`src/rtl/atctlc2axi500_burst_splitter.sv`:
```
// Splits one bridge request into AXI sub-bursts of at most MAX_BEATS beats that never cross a 4KB page.
// state | meaning
// IDLE  | waiting for a request, i_ready high
// BUSY  | a sub-burst is presented on the output, waiting for o_ready
module atctlc2axi500_burst_splitter #(
   parameter int AW          = 32,
   parameter int LW          = 8,
   parameter int UW          = 4,
   parameter int MAX_BEATS   = 16,
   parameter int RAR_SUPPORT = 0
) (
   input  logic          clk,
   input  logic          resetn,
   input  logic          i_valid,
   output logic          i_ready,
   input  logic [AW-1:0] i_addr,
   input  logic [LW-1:0] i_len,
   input  logic [2:0]    i_size,
   input  logic [UW-1:0] i_user,
   output logic          o_valid,
   input  logic          o_ready,
   output logic [AW-1:0] o_addr,
   output logic [7:0]    o_len,
   output logic [2:0]    o_size,
   output logic [UW-1:0] o_user,
   output logic          o_last
);

   localparam int RW = LW + 1;
   localparam int NW = (RW > 13) ? RW : 13;

   typedef enum logic {S_IDLE, S_BUSY} state_t;

   state_t          r_state;
   state_t          w_state_nxt;
   logic [RW-1:0]   r_rem;
   logic            r_last;
   logic [AW-1:0]   r_addr;
   logic [7:0]      r_len;
   logic [2:0]      r_size;
   logic [UW-1:0]   r_user;

   logic            w_hs;
   logic            w_done;
   logic            w_advance;
   logic            w_accept;
   logic            w_load;
   logic [8:0]      w_cur_n;
   logic [AW-1:0]   w_cur_mask;
   logic [AW-1:0]   w_next_addr;
   logic [AW-1:0]   w_src_addr;
   logic [2:0]      w_src_size;
   logic [RW-1:0]   w_src_rem;
   logic [11:0]     w_src_mask;
   logic [11:0]     w_src_page_off;
   logic [12:0]     w_b4k;
   logic [NW-1:0]   w_n;
   logic [7:0]      w_len;
   logic            w_last;

   assign w_hs      = (r_state == S_BUSY) && o_ready;
   assign w_done    = w_hs && r_last;
   assign w_advance = w_hs && !r_last;
   assign i_ready   = (r_state == S_IDLE) || w_done;
   assign w_accept  = i_valid && i_ready;
   assign w_load    = w_accept || w_advance;

   // Later sub-bursts always restart from the size-aligned address of the current one.
   assign w_cur_n     = {1'b0, r_len} + 9'd1;
   assign w_cur_mask  = ~((AW'(1) << r_size) - AW'(1));
   assign w_next_addr = (r_addr & w_cur_mask) + (AW'(w_cur_n) << r_size);

   assign w_src_addr = w_accept ? i_addr : w_next_addr;
   assign w_src_size = w_accept ? i_size : r_size;
   assign w_src_rem  = w_accept ? (RW'(i_len) + RW'(1)) : (r_rem - RW'(w_cur_n));

   assign w_src_mask     = ~((12'd1 << w_src_size) - 12'd1);
   assign w_src_page_off = w_src_addr[11:0] & w_src_mask;
   assign w_b4k          = (13'h1000 - {1'b0, w_src_page_off}) >> w_src_size;

   always_comb begin
      w_n = NW'(w_src_rem);
      if (w_n > NW'(MAX_BEATS)) w_n = NW'(MAX_BEATS);
      if (w_n > NW'(w_b4k))     w_n = NW'(w_b4k);
   end

   assign w_len  = 8'(w_n - NW'(1));
   assign w_last = (NW'(w_src_rem) == w_n);

   always_ff @(posedge clk or negedge resetn) begin
      if (!resetn) begin
         r_state <= S_IDLE;
      end else begin
         r_state <= w_state_nxt;
      end
   end

   always_comb begin
      w_state_nxt = r_state;
      case (r_state)
         S_IDLE:  if (w_accept) w_state_nxt = S_BUSY;
         S_BUSY:  if (w_done && !w_accept) w_state_nxt = S_IDLE;
         default: w_state_nxt = S_IDLE;
      endcase
   end

   always_ff @(posedge clk or negedge resetn) begin
      if (!resetn) begin
         r_rem  <= '0;
         r_last <= 1'b0;
      end else if (w_load) begin
         r_rem  <= w_src_rem;
         r_last <= w_last;
      end
   end

   generate
      if (RAR_SUPPORT != 0) begin : g_dp_rst
         always_ff @(posedge clk or negedge resetn) begin
            if (!resetn) begin
               r_addr <= '0;
               r_len  <= '0;
               r_size <= '0;
               r_user <= '0;
            end else if (w_load) begin
               r_addr <= w_src_addr;
               r_len  <= w_len;
               r_size <= w_src_size;
               r_user <= w_accept ? i_user : r_user;
            end
         end
      end else begin : g_dp_norst
         always_ff @(posedge clk) begin
            if (w_load) begin
               r_addr <= w_src_addr;
               r_len  <= w_len;
               r_size <= w_src_size;
               r_user <= w_accept ? i_user : r_user;
            end
         end
      end
   endgenerate

   assign o_valid = (r_state == S_BUSY);
   assign o_addr  = r_addr;
   assign o_len   = r_len;
   assign o_size  = r_size;
   assign o_user  = r_user;
   assign o_last  = r_last;

endmodule

```
`config.mk`:
```
export PLATFORM = sky130hd
export DESIGN_NAME = atctlc2axi500_burst_splitter
export DESIGN_NICKNAME = d
export VERILOG_FILES = /design/src/rtl/atctlc2axi500_burst_splitter.sv
export SDC_FILE = /design/constraint.sdc
export NUM_CORES = 1
export LEC_CHECK = 0
export ABC_AREA = 0
export BUFFER_PORTS_ARGS = -buffer_cell sky130_fd_sc_hd__buf_2
export CAP_MARGIN = 20
export CORE_MARGIN = 1.5
export CORE_UTILIZATION = 30
export DETAILED_ROUTE_END_ITERATION = 6
export HOLD_SLACK_MARGIN = 0.15
export MAX_ROUTING_LAYER = met4
export PLACE_DENSITY = 0.6
export RECOVER_POWER = 100
export SLEW_MARGIN = 30
export SYNTH_ARGS = -nofsm -noshare
export SYNTH_HDL_FRONTEND = slang
export SYNTH_SLANG_ARGS = --single-unit
```
`constraint.sdc`:
```
create_clock -name clk -period 7 [get_ports clk]
set_input_delay 0.35 -clock clk [delete_from_list [all_inputs] [get_ports clk]]
set_output_delay 0.35 -clock clk [all_outputs]
set_load 0.05 [all_outputs]
```
== Yosys cells after proc, flatten, opt, wreduce, memory -nomap -nowiden ==
Cells that the tools add are included.

* Register bits: 58
* Input bits: 51
* Output and inout bits: 50
* Logic and storage cells: 45

* $add $sub $neg: 8
* Magnitude comparators: 2
* Equal/unequal tests: 1
* Shift-type cells: 4
* Mux-type cells: 8
* Bitwise gates (word level): 5
* Reduce and logical (&&, ||, !) cells: 10

{| class="wikitable"
|+ Operators by type and width
! operator !! count
|-
| $add 32x32->32 || 1
|-
| $and 32x32->32 || 1
|-
| $mux 32 || 1
|-
| $not 32->32 || 1
|-
| $shl 1x3->32 const A || 1
|-
| $shl 9x3->32 || 1
|-
| $sub 32x2->32 const B || 1
|-
| $add 8x1->9 const B || 2
|-
| $mux 9 || 2
|-
| $eq 9x13->1 || 1
|-
| $gt 9x13->1 || 1
|-
| $mux 13 || 1
|-
| $shr 13x3->13 || 1
|-
| $sub 13x12->13 const A || 1
|-
| $and 12x12->12 || 1
|-
| $not 12->12 || 1
|-
| $shl 1x3->12 const A || 1
|-
| $sub 12x1->12 const B || 1
|-
| $gt 9x5->1 const B || 1
|-
| $sub 9x9->9 || 1
|-
| $sub 8x1->8 const B || 1
|-
| $logic_and 1x1->1 || 5
|-
| $mux 3 || 1
|-
| $logic_not 1->1 || 2
|-
| other kinds (5) || 7
|}

== Longest topological paths before layout ==
* Depth after elaboration: 14
* Mapped depth: 37
* Depth with buffers taken out: 35

== Worst setup path after synthesis ==
OpenSTA, ideal clock, no wires.

* Path kind: register to register
* Start: register r_size[2], in the netlist o_size[2]
* End: register r_len[6], in the netlist o_len[6], data pin
* Library setup time: 0.265 ns
* Arrival: 7.569 ns
* Slack: -0.833 ns
* Stages on the path, launching flop included: 35
* Buffers on the path: 5
* Period minus slack after synthesis: 7.833 ns
* Path through: edfxtp_1 -> clkbuf_1 -> clkbuf_1 -> clkinv_1 -> nand3_1 -> ha_1 -> nand2_1 -> clkbuf_1 -> o211a_1 -> ha_1 -> mux2_2 -> mux2i_2 -> or3b_4 -> a21oi_4 -> nand2_1 -> mux2i_1 -> o31ai_1 -> a21oi_1 -> ha_1 -> nor2b_1 -> o21a_1 -> o21a_1 -> o21ai_0 -> a211oi_1 -> o21ai_0 -> a311o_1 -> a21o_1 -> o31a_1 -> clkbuf_1 -> clkbuf_1 -> a31oi_1 -> ha_1 -> nand4b_1 -> nor4_1 -> nor3_1

* Cells in the longest elaborated chain, start to end: 12
* Elaborated cells on any way between the ends: 17
* Classes of those cells: add/sub (5); order compare (1); shift (4); mux (3); bitwise (4)

{| class="wikitable"
|+ Ends and longest elaborated chain
! what !! line !! text
|-
| from (decl) || 40 || <nowiki>logic [2:0] r_size;</nowiki>
|-
| from (signal assigned) || 137 || <nowiki>r_size <= w_src_size;</nowiki>
|-
| $shl 1x3->32 || 70 || <nowiki>assign w_cur_mask = ~((AW'(1) << r_size) - AW'(1));</nowiki>
|-
| $sub 32x2->32 || 70 ||
|-
| $not 32->32 || 70 ||
|-
| $and 32x32->32 || 71 || <nowiki>assign w_next_addr = (r_addr & w_cur_mask) + (AW'(w_cur_n) << r_size);</nowiki>
|-
| $add 32x32->32 || 71 ||
|-
| $mux 32 || 73 || <nowiki>assign w_src_addr = w_accept ? i_addr : w_next_addr;</nowiki>
|-
| $and 12x12->12 || 78 || <nowiki>assign w_src_page_off = w_src_addr[11:0] & w_src_mask;</nowiki>
|-
| $sub 13x12->13 || 79 || <nowiki>assign w_b4k = (13'h1000 - {1'b0, w_src_page_off}) >> w_src_size;</nowiki>
|-
| $shr 13x3->13 (*) || 79 ||
|-
| $gt 9x13->1 || 84 || <nowiki>if (w_n > NW'(w_b4k)) w_n = NW'(w_b4k);</nowiki>
|-
| $mux 13 (*) || 84 ||
|-
| $sub 8x1->8 (*) || 87 || <nowiki>assign w_len = 8'(w_n - NW'(1));</nowiki>
|-
| named net w_len[6] || 58 || <nowiki>logic [7:0] w_len;</nowiki>
|-
| to (signal assigned) || 136 || <nowiki>r_len <= w_len;</nowiki>
|-
| to (decl) || 39 || <nowiki>logic [7:0] r_len;</nowiki>
|}

The timed path passes the listed nets; every way through them passes the cells marked *.
A chain may end at the register's enable or synchronous reset.

== Worst setup path in the final report ==
* Start: register r_len[0], in the netlist o_len[0]
* End: register r_len[6], in the netlist o_len[6], data pin

* Cells in the longest elaborated chain, start to end: 10
* Elaborated cells on any way between the ends: 14
* Classes of those cells: add/sub (5); order compare (2); shift (2); mux (4); bitwise (1)

{| class="wikitable"
|+ Ends and longest elaborated chain
! what !! line !! text
|-
| $add 8x1->9 (*) || 69 || <nowiki>assign w_cur_n = {1'b0, r_len} + 9'd1;</nowiki>
|-
| $shl 9x3->32 || 71 ||
|-
| $add 32x32->32 || 71 ||
|-
| $mux 32 || 73 ||
|-
| $and 12x12->12 || 78 ||
|-
| $sub 13x12->13 || 79 ||
|-
| $shr 13x3->13 || 79 ||
|-
| $gt 9x13->1 || 84 ||
|-
| $mux 13 (*) || 84 ||
|-
| $sub 8x1->8 (*) || 87 ||
|-
| named net w_len[6] || 58 ||
|}

Marked as above.

==> out/metrics.cfg <==
[run_status]
status = completed

[global_route]
grt.overflow.total = 0
antenna_found_initial = 0
grt_pass1_wl_um = 31930
grt_max_degree = 59
grt_pass1_vias = 6055
grt_use_total_pct = 19.24

[worst_setup_path]
timing.rr.start = o_len[0]
crit_fanout = 7
worst_path_largest_cell_delay_ps = 440
r2r-end = o_len[6]
critPathKind = reg -> reg
end_kind = flop
cp-start-kind = flop
critPathRequiredTime_ps = 7090
reg2reg_slack_ps = 110
worst-r2r-cell-count = 33
worst_path_max_delay_cell = or3b_4
worstPathArrival_ps = 6990

[clocking]
h-tree-depth = 3
worstSkewPairLatency_ps = 350
cts_made_buffers = 9
cts.path.max_buffers = 2
cts_tree = done
clkTransAtPathRegs_ps = 60
cts_num_sinks = 58
root_buffer = clkbuf_16

[timing]
slew_violations = 0
rsz0062_at_grt = yes
setup_tns_ps = 0
clock_skew_ps = 9.685
setup_violations = 0
finalHoldViolCount = 0
tightest_slew_ps = 772.7
fin_crit_ps = 6894
max_freq_ghz = 0.1451
finalCritPeriodShare_pct = 98.49
slew-limit-headroom_pct = 48.49

[logic_synthesis]
synth_cells = 787
synth_top_area_share_pct = 22.30
ys.flop_type = edfxtp_1
netlist_area_um2 = 6330
synth.distinct_cells = 84
yosysTopAreaCell = edfxtp_1
synth.most_common_cell = nand2_1
synthTopCellsByArea = edfxtp_1 (22%), ha_1 (7.7%), nand2_1 (6.8%), dfrtp_1 (4.3%), nor2_1 (4.2%)
synth-edff-count = 47
ys_seq_area_share_pct = 26.65
synth.avg_cell_area_um2 = 8.043
synth-seq-cells = 58
synth_warnings = 0
async_reset_ff_share_pct = 18.97
yosys-top-cells-count = nand2_1 (114), nor2_1 (71), edfxtp_1 (47), o21ai_0 (47), a21oi_1 (46)

[min_path]
holdPathEnd = o_user[3]
min_path_type = in -> reg
worstHoldStart = i_user[3]
hold-path-cell-count = 1

[cells_and_area]
diodes = 0
syn_to_final_growth_pct = 31.17
drive_gt1_share_pct = 27.10
final_nets = 1028

[run]
maxCapViolCount = 0

[placed_design]
finalWeightedCongestion = 0.9666
dp_hpwl_um = 16010
io_buffers = 100

[die]
die_h_um = 148.3
ios = 101
initial_core_util_pct = 30.89
rows = 52
core_area_um2 = 20490
chipWidth_um = 148.3
die-area_um2 = 21980

[route]
antenna_left = 0
avgViaCountPerCell = 5.358
drt_iter0_drc = 529
firstDrtPassIters = 6
drc = 0
wl_per_cell_um = 17.29
routed_wl_um = 20940
vias = 6488

-- repair_timing --
action | 4_1_cts | 5_1_grt
pin swaps | 0 | 35
hold buffers | 1 | 0
buffers inserted | 6 | 22
hold endpoints to repair | 11 | 0
setup endpoints to repair | 2 | 9
resized for setup | 3 | 74
-- area by class of cell --
| type | count | area, um^2 |
|---|---|---|
| inverter | 41 | 165.2 |
| clock inverter | 5 | 30.03 |
| multi-input combinational | 656 | 4835 |
| clock buffer | 11 | 242.7 |
| sequential | 58 | 1687 |
| timing repair buffer | 170 | 1006 |
| tap | 270 | 337.8 |
| fill | 2104 | 12190 |
-- routing by layer --
layer  GRT usage (%)  wire (um)  vias up
met5               -          0        -
met4           7.129        595        0
met3           2.699       1380       43
met2           30.65       9560      249
met1           24.84       9401     3013
li1                -          -     3183
-- cells in the final DEF (no fill, tap or decap), drive strengths merged, types with 4 or more instances in the layout --
master	instances
buf	132
dfrtp	11
o31ai	13
nand2b	13
nor3b	6
xnor2	25
nor2	72
o31a	6
clkbuf	48
a21boi	6
nand4	13
nor2b	8
nand3	30
conb	4
mux2	4
a21o	8
xor2	21
o22ai	6
a211oi	14
and3	15
ha	39
o21a	11
edfxtp	47
o21ai	47
a21oi	49
o211a	4
inv	39
and2	15
a211o	6
nor3	14
o211ai	14
or2	4
nand2	115
mux2i	17
a31oi	10
clkinv	5
-- worst max-delay path by stage --
stage,start,cells past startpoint,slack (ps),end
final,o_len[0],33,110,o_len[6]
after detailed placement,o_len[2],33,-60,o_len[6]
after CTS,o_len[1],31,7,o_last
after floorplan,o_len[0],34,10,o_len[6]
after global placement,o_len[2],31,110,o_last
after global routing,o_len[0],33,-190,o_len[6]
-- state kept, by name (all words and copies together), names as in the netlist --
signal and flops:
o_addr 32, r_rem 9, o_len 8, o_user 4
o_size 3, o_last 1, o_valid 1
-- critical path, delay by kind of cell, from the launching register on --
family,cells,cell delay (ps)
mux,5,1120
fa+ha+maj,4,940
simple gates,9,1520
buf+inv,1,170
compound gates,13,2340
xor+xnor,1,90
flops,1,430
-- metrics by stage --
step	setup WS (ps)	instances	area (um^2)	util, %	hold slack (ps)
after floorplan	9.657	790	6504	-	54.41
after global placement	110.2	1166	7452	36.36	257.7
after detailed placement	-60.11	1166	7455	36.37	257.1
after CTS	7.445	1189	7801	38.06	176.9
after global routing	-185.8	1211	8303	40.51	182.0
final	105.9	1211	8303	40.51	187.9
-- cell families (layout without fill, tap and decap cells) --
| family | Yosys count | after routing | share of synthesized area (%) |
|---|---|---|---|
| xor gates and xnor gates | 46 | 46 | 6.365 |
| other | 1 | 4 | 0.05924 |
| and+or+nand+nor | 319 | 319 | 24.55 |
| adders and majority gates | 41 | 41 | 8.342 |
| DFF | 58 | 58 | 26.65 |
| buffers and inverters | 76 | 227 | 4.942 |
| AOI/OAI and AO/OA | 225 | 225 | 25.58 |
| muxes | 21 | 21 | 3.518 |
Power is left out: the tool's default activity adds up to more than one toggle a clock period on the data nets, which glitch-free logic cannot reach.
